==> config.mk <==
export PLATFORM = sky130hd
export DESIGN_NAME = multicycle_control_unit_flat
export DESIGN_NICKNAME = d
export VERILOG_FILES = /design/src/rtl/multicycle_control_unit_if.sv /design/src/rtl/multicycle_control_unit.sv /design/src/flat_wrapper.sv
export SDC_FILE = /design/constraint.sdc
export NUM_CORES = 1
export LEC_CHECK = 0
export CORE_MARGIN = 2
export CORE_UTILIZATION = 48
export DETAILED_ROUTE_END_ITERATION = 16
export HOLD_SLACK_MARGIN = 0.05
export PLACE_DENSITY = 0.8
export RECOVER_POWER = 25
export SYNTH_ARGS = -nofsm -noshare
export SYNTH_HDL_FRONTEND = slang
export SYNTH_SLANG_ARGS = --single-unit
==> constraint.sdc <==
create_clock -name clk -period 4.3 [get_ports clk]
set_clock_uncertainty 0.15 [all_clocks]
set_input_delay 1.075 -clock clk [delete_from_list [all_inputs] [get_ports clk]]
set_output_delay 1.075 -clock clk [all_outputs]
set_load 0.05 [all_outputs]
==> src/rtl/multicycle_control_unit_if.sv <==
// Bundle of signals between the multi-cycle control unit and the datapath /
// memory side of the 16-bit CPU.
//
// Parameters:
//   OPCODE_WIDTH  width of the opcode field coming from the instruction register
//
// Signals:
//   enable      permits a new instruction fetch
//   opcode      opcode from the instruction register
//   mem_ready   memory finishes the current read/write this cycle
//   reg_dst     destination register select (1 = rd)
//   alu_src     ALU B operand select (1 = immediate)
//   mem_to_reg  write-back source select (1 = memory data)
//   reg_write   register file write enable
//   mem_read    memory read request (fetch or LW)
//   mem_write   memory write request (SW)
//   alu_op      00 add, 01 subtract/compare, 10 funct-decoded, 11 immediate op
//   branch      BNE branch qualify
//   pc_write    PC increment enable
//   ir_write    instruction register load
//   trap        sticky fault flag
//   trap_cause  00 none, 01 illegal opcode, 10 fetch timeout, 11 data timeout
//   state       current controller state, for debug
//
// Modports:
//   master  the control unit (drives the controls, receives opcode/handshake)
//   slave   the datapath / memory side
`timescale 1ns/1ps
interface multicycle_control_unit_if #(
  parameter int OPCODE_WIDTH = 3
);
  logic                    enable;
  logic [OPCODE_WIDTH-1:0] opcode;
  logic                    mem_ready;
  logic                    reg_dst;
  logic                    alu_src;
  logic                    mem_to_reg;
  logic                    reg_write;
  logic                    mem_read;
  logic                    mem_write;
  logic [1:0]              alu_op;
  logic                    branch;
  logic                    pc_write;
  logic                    ir_write;
  logic                    trap;
  logic [1:0]              trap_cause;
  logic [2:0]              state;

  modport master (
    input  enable, opcode, mem_ready,
    output reg_dst, alu_src, mem_to_reg, reg_write, mem_read, mem_write,
           alu_op, branch, pc_write, ir_write, trap, trap_cause, state
  );

  modport slave (
    output enable, opcode, mem_ready,
    input  reg_dst, alu_src, mem_to_reg, reg_write, mem_read, mem_write,
           alu_op, branch, pc_write, ir_write, trap, trap_cause, state
  );
endinterface

==> src/rtl/multicycle_control_unit.sv <==
// Multi-cycle control unit for the 16-bit CPU. Steps each instruction
// through FETCH / DECODE / EXEC / MEM / WB, drives the datapath controls,
// waits on a memory ready handshake with a bounded wait, and traps on
// illegal opcodes or memory timeouts. The trap is left only through reset.
//
// Parameters:
//   OPCODE_WIDTH    opcode field width; any set bit above bit 2 is illegal
//   TIMEOUT_CYCLES  wait cycles tolerated on mem_ready before trapping (>= 1)
//   CNT_WIDTH       wait counter width, 2**CNT_WIDTH > TIMEOUT_CYCLES
//
// Ports:
//   clk    system clock, rising edge
//   rst_n  asynchronous active-low reset
//   bus    control/handshake bundle (master side)
`timescale 1ns/1ps
module multicycle_control_unit #(
  parameter int OPCODE_WIDTH   = 3,
  parameter int TIMEOUT_CYCLES = 15,
  parameter int CNT_WIDTH      = 4
) (
  input  logic                        clk,
  input  logic                        rst_n,
  multicycle_control_unit_if.master   bus
);

  typedef enum logic [2:0] {
    S_FETCH  = 3'd0,
    S_DECODE = 3'd1,
    S_EXEC   = 3'd2,
    S_MEM    = 3'd3,
    S_WB     = 3'd4,
    S_TRAP   = 3'd7
  } state_t;

  localparam logic [2:0] OP_RTYPE = 3'd0;
  localparam logic [2:0] OP_LW    = 3'd5;
  localparam logic [2:0] OP_SW    = 3'd6;
  localparam logic [2:0] OP_BNE   = 3'd7;

  localparam logic [CNT_WIDTH-1:0] CNT_LIMIT = CNT_WIDTH'(TIMEOUT_CYCLES);
  localparam logic [CNT_WIDTH-1:0] CNT_MAX   = '1;

  state_t                  state_q, state_d;
  logic [2:0]              op_q;
  logic [CNT_WIDTH-1:0]    cnt_q;
  logic [1:0]              cause_q, cause_d;
  logic                    waiting;
  logic [OPCODE_WIDTH-1:0] op_hi;
  logic                    op_illegal;

  // Anything set above the three architected opcode bits is an illegal opcode.
  assign op_hi      = bus.opcode >> 3;
  assign op_illegal = (op_hi != '0);

  // State, latched opcode, trap cause and wait counter. The counter only
  // counts while the controller is stalled on mem_ready in the same state,
  // saturates instead of wrapping, and is zero after any state change.
  always_ff @(posedge clk or negedge rst_n) begin
    if (!rst_n) begin
      state_q <= S_FETCH;
      op_q    <= 3'd0;
      cnt_q   <= '0;
      cause_q <= 2'b00;
    end else begin
      state_q <= state_d;
      cause_q <= cause_d;
      if (state_q == S_DECODE) begin
        op_q <= bus.opcode[2:0];
      end
      if (waiting && (state_d == state_q)) begin
        if (cnt_q != CNT_MAX) begin
          cnt_q <= cnt_q + 1'b1;
        end
      end else begin
        cnt_q <= '0;
      end
    end
  end

  // Next-state and control decode. The fetch handshake (ir_write/pc_write)
  // is Mealy on mem_ready. Every output is forced low while reset is held so
  // that no memory request is issued in the reset cycle, even though the
  // state register already reads FETCH.
  always_comb begin
    state_d        = state_q;
    cause_d        = cause_q;
    waiting        = 1'b0;
    bus.reg_dst    = 1'b0;
    bus.alu_src    = 1'b0;
    bus.mem_to_reg = 1'b0;
    bus.reg_write  = 1'b0;
    bus.mem_read   = 1'b0;
    bus.mem_write  = 1'b0;
    bus.alu_op     = 2'b00;
    bus.branch     = 1'b0;
    bus.pc_write   = 1'b0;
    bus.ir_write   = 1'b0;
    bus.trap       = 1'b0;
    bus.trap_cause = cause_q;
    bus.state      = state_q;

    case (state_q)
      S_FETCH: begin
        if (bus.enable) begin
          bus.mem_read = 1'b1;
          if (bus.mem_ready) begin
            bus.ir_write = 1'b1;
            bus.pc_write = 1'b1;
            state_d      = S_DECODE;
          end else begin
            waiting = 1'b1;
            if (cnt_q == CNT_LIMIT) begin
              state_d = S_TRAP;
              cause_d = 2'b10;
            end
          end
        end
      end

      S_DECODE: begin
        if (op_illegal) begin
          state_d = S_TRAP;
          cause_d = 2'b01;
        end else begin
          state_d = S_EXEC;
        end
      end

      S_EXEC: begin
        case (op_q)
          OP_RTYPE: begin
            bus.alu_op = 2'b10;
            state_d    = S_WB;
          end
          OP_LW, OP_SW: begin
            bus.alu_src = 1'b1;
            bus.alu_op  = 2'b00;
            state_d     = S_MEM;
          end
          OP_BNE: begin
            bus.alu_op = 2'b01;
            bus.branch = 1'b1;
            state_d    = S_FETCH;
          end
          default: begin
            bus.alu_src = 1'b1;
            bus.alu_op  = 2'b11;
            state_d     = S_WB;
          end
        endcase
      end

      S_MEM: begin
        bus.alu_src = 1'b1;
        if (op_q == OP_LW) begin
          bus.mem_read = 1'b1;
        end else begin
          bus.mem_write = 1'b1;
        end
        if (bus.mem_ready) begin
          state_d = (op_q == OP_LW) ? S_WB : S_FETCH;
        end else begin
          waiting = 1'b1;
          if (cnt_q == CNT_LIMIT) begin
            state_d = S_TRAP;
            cause_d = 2'b11;
          end
        end
      end

      S_WB: begin
        bus.reg_write  = 1'b1;
        bus.reg_dst    = (op_q == OP_RTYPE);
        bus.mem_to_reg = (op_q == OP_LW);
        state_d        = S_FETCH;
      end

      S_TRAP: begin
        bus.trap = 1'b1;
      end

      default: begin
        state_d = S_FETCH;
      end
    endcase

    if (!rst_n) begin
      bus.reg_dst    = 1'b0;
      bus.alu_src    = 1'b0;
      bus.mem_to_reg = 1'b0;
      bus.reg_write  = 1'b0;
      bus.mem_read   = 1'b0;
      bus.mem_write  = 1'b0;
      bus.alu_op     = 2'b00;
      bus.branch     = 1'b0;
      bus.pc_write   = 1'b0;
      bus.ir_write   = 1'b0;
      bus.trap       = 1'b0;
    end
  end

endmodule

==> src/flat_wrapper.sv <==
// flat-port wrapper written by rule: the top's interface ports become plain ports
module multicycle_control_unit_flat 
#(
  parameter int OPCODE_WIDTH   = 3,
  parameter int TIMEOUT_CYCLES = 15,
  parameter int CNT_WIDTH      = 4
)
  (clk, rst_n, bus_enable, bus_opcode, bus_mem_ready, bus_reg_dst, bus_alu_src, bus_mem_to_reg, bus_reg_write, bus_mem_read, bus_mem_write, bus_alu_op, bus_branch, bus_pc_write, bus_ir_write, bus_trap, bus_trap_cause, bus_state);
  multicycle_control_unit_if #(.OPCODE_WIDTH(OPCODE_WIDTH)) bus_i ();
  input  logic clk;
  input  logic rst_n;
  input wire logic [$bits(bus_i.enable)-1:0] bus_enable;
  input wire logic [$bits(bus_i.opcode)-1:0] bus_opcode;
  input wire logic [$bits(bus_i.mem_ready)-1:0] bus_mem_ready;
  output wire logic [$bits(bus_i.reg_dst)-1:0] bus_reg_dst;
  output wire logic [$bits(bus_i.alu_src)-1:0] bus_alu_src;
  output wire logic [$bits(bus_i.mem_to_reg)-1:0] bus_mem_to_reg;
  output wire logic [$bits(bus_i.reg_write)-1:0] bus_reg_write;
  output wire logic [$bits(bus_i.mem_read)-1:0] bus_mem_read;
  output wire logic [$bits(bus_i.mem_write)-1:0] bus_mem_write;
  output wire logic [$bits(bus_i.alu_op)-1:0] bus_alu_op;
  output wire logic [$bits(bus_i.branch)-1:0] bus_branch;
  output wire logic [$bits(bus_i.pc_write)-1:0] bus_pc_write;
  output wire logic [$bits(bus_i.ir_write)-1:0] bus_ir_write;
  output wire logic [$bits(bus_i.trap)-1:0] bus_trap;
  output wire logic [$bits(bus_i.trap_cause)-1:0] bus_trap_cause;
  output wire logic [$bits(bus_i.state)-1:0] bus_state;
  assign bus_i.enable = bus_enable;
  assign bus_i.opcode = bus_opcode;
  assign bus_i.mem_ready = bus_mem_ready;
  assign bus_reg_dst = bus_i.reg_dst;
  assign bus_alu_src = bus_i.alu_src;
  assign bus_mem_to_reg = bus_i.mem_to_reg;
  assign bus_reg_write = bus_i.reg_write;
  assign bus_mem_read = bus_i.mem_read;
  assign bus_mem_write = bus_i.mem_write;
  assign bus_alu_op = bus_i.alu_op;
  assign bus_branch = bus_i.branch;
  assign bus_pc_write = bus_i.pc_write;
  assign bus_ir_write = bus_i.ir_write;
  assign bus_trap = bus_i.trap;
  assign bus_trap_cause = bus_i.trap_cause;
  assign bus_state = bus_i.state;
  multicycle_control_unit #(.OPCODE_WIDTH(OPCODE_WIDTH), .TIMEOUT_CYCLES(TIMEOUT_CYCLES), .CNT_WIDTH(CNT_WIDTH)) u_core (.clk(clk), .rst_n(rst_n), .bus(bus_i));
endmodule
## Word level (Yosys, flattened, before mapping)

Cells that the tools add are included.

| operators by class | value |
|---|---|
| reduce and logical (&&, ||, !) cells | 7 |
| divide/modulo/power cells | 0 |
| add/subtract/negate cells | 1 |
| bitwise operators | 0 |
| order comparisons | 0 |
| shift operators | 0 |
| multipliers | 0 |
| eq/ne operators | 17 |
| muxes and demuxes | 46 |

Operators by type and width:

| kind | number |
|---|---|
| $mux 1 | 25 |
| $eq 3x3->1 const B | 5 |
| $mux 3 | 5 |
| $pmux 3 s5 | 1 |
| $mux 2 | 7 |
| $mux 4 | 2 |
| $ne 2x2->1 const B | 4 |
| $eq 3x2->1 const B | 2 |
| $logic_not 3->1 | 2 |
| $pmux 1 s2 | 3 |
| $pmux 2 s3 | 1 |
| $pmux 3 s2 | 1 |
| $reduce_and 6->1 | 1 |
| $add 4x1->4 const B | 1 |
| $eq 4x4->1 const B | 1 |
| $ne 2x1->1 const B | 2 |
| $ne 4x4->1 const B | 1 |
| $pmux 2 s2 | 1 |
| $reduce_or 2->1 | 2 |
| $eq 3x1->1 const B | 1 |
| $eq 3x3->1 | 1 |
| $reduce_bool 2->1 | 1 |
| $logic_and 1x1->1 | 1 |

| word-level totals | value |
|---|---|
| register bits after elaboration | 12 |
| input port bits | 7 |
| latch bits | 0 |
| memory bits (read-only) | 0 |
| memory bits (writable) | 0 |
| memories kept | 0 |

## Logic depth before layout (Yosys ltp)

| logic depth | value |
|---|---|
| depth after elaboration | 8 |
| gate-level depth with buffers | 4 |
| mapped depth without buffers | 4 |

## Worst setup path after synthesis

OpenSTA, ideal clock, no wires.

| timing | value |
|---|---|
| path kind | in2out |
| from | input bus_enable |
| to | output bus_pc_write |
| path slack | 142 ps |
| required time | 3075 ps |
| buffers on the path | 1 |
| data arrival time | 2933 ps |
| stages | 3 |
| cell sequence | or3b_4 -> nor3_1 -> buf_4 |

| between the ends | value |
|---|---|
| cells in the longest elaborated chain, start to end | 3 |

Ends and longest elaborated chain:

| what | line | source |
|---|---|---|
| from (decl) | flat_wrapper.sv:12 | `input wire logic [$bits(bus_i.enable)-1:0] bus_enable;` |
| $mux 1 (3 in a row) | n/a |  |
| to (decl) | flat_wrapper.sv:23 | `output wire logic [$bits(bus_i.pc_write)-1:0] bus_pc_write;` |

No other way between the ends.

## Final worst setup path

| timing | value |
|---|---|
| from | input rst_n |
| to | output bus_alu_op[1] |

| between the ends | value |
|---|---|
| cells in the longest elaborated chain, start to end | 1 |

Ends and longest elaborated chain:

| what | line | source |
|---|---|---|
| from (decl) | flat_wrapper.sv:11 | `input logic rst_n;` |
| $mux 2 | multicycle_control_unit.sv:187 | `if (!rst_n) begin` |
| to (decl) | flat_wrapper.sv:21 | `output wire logic [$bits(bus_i.alu_op)-1:0] bus_alu_op;` |

No other way between the ends.

==> impl_metrics.yaml <==
clocking:
  clock_latency_ns: 0.28
  cts_hold_buffers: 0
  postCtsSetupBuffers: 0
  cts_tree: "built"
  clock_path_buffers: 2
  cts.htree.levels: 1
  clk_pin_slew_ns: 0.08
  clkSinkCount: 12
  post_cts_resized: 0
  cts_root_buffer: "clkbuf_4"
  cts_made_buffers: 3
finish:
  num-nets-final: 118
  drive_gt1_share_pct: 25.7
  final_area_mm2: 0.00116
  area_delta_synth_final_pct: 47.1
  diodes: 0
sta:
  slew_headroom_pct: 61.8
  grt_setup_unrepaired: "false"
  finalMaxSlewViolations: 0
  tightest_slew_ns: 0.573
  hold_violations: 0
  finalCriticalPeriod_ns: 3.92
  finalSetupTns_ns: 0
  setup_viol: 0
  max_freq_mhz: 255
  period_share_pct: 91.2
power:
  p_int_mw: 0.341
  pwr-share-comb_pct: 52.0
  clkPwrFrac_pct: 15.1
  power.switching_mw: 0.278
  seq_power_share_pct: 32.9
  p_leak_nw: 0.496
  switching_share_pct: 44.9
  finalPower_mw: 0.620
  p_per_area_mw_per_mm2: 535
  ir_worst_vdd_v: 0.000295
min_path:
  holdCritPathClass: "flop to flop"
  min_from: "u_core.bus.trap_cause[1]"
yosys:
  ys_async_sr_fraction_pct: 100
  synthTopCellsByArea: "dfrtp_1, mux2_2, nor3_1"
  syn_avg_cell_area_um2: 9.37
  synth_top_cell_area_share_pct: 38.2
  ys_seq_area_share_pct: 38.2
  synth_cell_types: 42
  synth_area_um2: 787
  ys_warn_count: 0
  ys.flop_type: "dfrtp_1"
  yosysTopAreaCell: "dfrtp_1"
  syn_nets: 92
  synth_edf_count: 0
  ys_ff_latch: 12
  syn_inst: 84
floorplanning:
  fp.dieArea_mm2: 0.00198
  die_h_um: 44.5
  core-area_mm2: 0.00152
  ios: 24
  initial_core_util_pct: 51.6
  fp-row-count: 14
  die_x_um: 44.5
placement:
  globalplace.congestion: 0.821
  placed_cell_area_mm2: 0.00112
  io_buffer_count: 23
  hpwlAfterDp_mm: 1.41
routing:
  ant_nets: 0
  vias_per_cell: 6.08
  wire_per_inst_um: 15.4
  first_pass_iters: 4
  drc_errors: 0
  drtIter0Drc: 31
  drt-total-wl_mm: 1.92
  vias: 760
critical_path:
  critical_path_class: "primary input to output port"
  crit_path_max_incr_delay_ns: 0.62
  cp_data_required_time_ns: 3.07
  crit_path_start: "rst_n"
  path_buf_inv: 2
  cp_slowest_cell: "dlygate4sd3_1"
  path_cells: "dlygate4sd3_1, nand2b_1, or2_2, nor3_1, buf_12"
  critPathCaptureType: "output port"
  worstPathMaxFanout: 4
  critPathArrivalTime_ns: 2.70
  reg2reg_from: "u_core.bus.state[0]"
  startpoint_type: "primary input"
  critical_path.top_delay_family: "buffers and inverters"
global_route:
  globalRouteOverflowTotal: 0
  use_met2_pct: 35.9
  grt_pass1_wl_mm: 3.35
  antenna_found_initial: 0
  use_met1_pct: 31.0
  grt_util_met3_pct: 3.67
  grt-busiest-layer: "met2"
  grt_pass1_vias: 741
  track_usage_pct: 23.0
  grt_max_degree: 17
run:
  drv_cap: 0
outcome:
  status: "completed"
-- power groups by stage --
| stage | Sequential, mW | Clock, mW | Combinational (mW) |
|---|---|---|---|
| 6_report | 0.204 | 0.0936 | 0.322 |
| 4_1_cts | 0.201 | 0.0936 | 0.323 |
| 3_3_place_gp | 0.199 | 0 | 0.317 |
| 3_5_place_dp | 0.202 | 0 | 0.320 |
| 2_1_floorplan | 0.206 | 0 | 0.211 |
| 5_1_grt | 0.208 | 0.100 | 0.351 |
-- synthesized netlist by cell type, types with 2 or more instances --
| cell type | count |
|---|---|
| a21oi_1 | 2 |
| a31oi_1 | 2 |
| buf_6 | 2 |
| dfrtp_1 | 12 |
| inv_1 | 5 |
| mux2_2 | 3 |
| nand2_1 | 6 |
| nand2b_1 | 2 |
| nand3_1 | 2 |
| nor2_1 | 7 |
| nor3_1 | 6 |
| nor3b_1 | 2 |
| nor3b_2 | 2 |
| or2_2 | 2 |
| or3_1 | 2 |
-- metal layers --
layer | vias up | routed length [um]
met3 | 10 | 130
met5 | - | 0
met2 | 40 | 892
met1 | 355 | 824
li1 | 355 | -
met4 | 0 | 73
-- metrics by stage --
step | utilization (%) | setup slack, ns | std cells | hold WS, ns
floorplan | - | 0.142 | 84 | 0.315
global placement | 73.8 | 0.509 | 121 | 0.314
detailed placement | 73.8 | 0.467 | 121 | 0.309
CTS | 76.2 | 0.456 | 125 | 0.333
global route | 75.9 | 0.294 | 125 | 0.367
finish | 75.9 | 0.379 | 125 | 0.341
-- cell families after synthesis --
logic type / count (synthesis) / synth area share [%]
flops: 12 / 38.2
mux: 3 / 4.29
compound gates: 18 / 16.7
xor+xnor: 2 / 2.23
fa+ha+maj: 1 / 1.59
simple gates: 39 / 30.2
buf+inv: 9 / 6.84
-- path summary, 6_finish.rpt --
kind                                                  to  slack, ns  depth (start not counted)
worst min register to register  u_core.bus.trap_cause[1]       0.34                          1
max in group asynchronous       u_core.bus.trap_cause[1]       2.36                          2
worst max register to register            u_core.op_q[2]       2.66                          2
worst max-delay path                       bus_alu_op[1]       0.38                          5
worst min-delay path            u_core.bus.trap_cause[1]       0.34                          1
min in group asynchronous            u_core.bus.state[2]       0.90                          1
-- state kept, by name, indices dropped and copies added (netlist names) --
name,count
u_core.cnt_q,4
u_core.bus.state,3
u_core.op_q,3
u_core.bus.trap_cause,2
-- placed cells by master, fill, tap and decap left out, types with 2 or more instances in the layout --
| master | n |
|---|---|
| nor3b_1 | 2 |
| inv_1 | 5 |
| a21oi_1 | 2 |
| a31oi_1 | 2 |
| or3_1 | 2 |
| nor3_1 | 6 |
| nand2_1 | 6 |
| buf_4 | 2 |
| dfrtp_1 | 12 |
| nor2_1 | 7 |
| clkdlybuf4s50_1 | 10 |
| or2_2 | 2 |
| mux2_2 | 3 |
| nand2b_1 | 2 |
| nand3_1 | 2 |
| clkbuf_4 | 3 |
| nor3b_2 | 2 |
| buf_12 | 11 |
-- area by class of cell --
type,instances,area [um2]
Clock buffer,4,36.3
Multi-Input combinational cell,63,433
Tap cell,16,20.0
Sequential cell,12,300
Fill cell,100,367
Inverter,5,18.8
Timing Repair Buffer,25,349
Note: power is estimated with default switching activity, not from simulation.
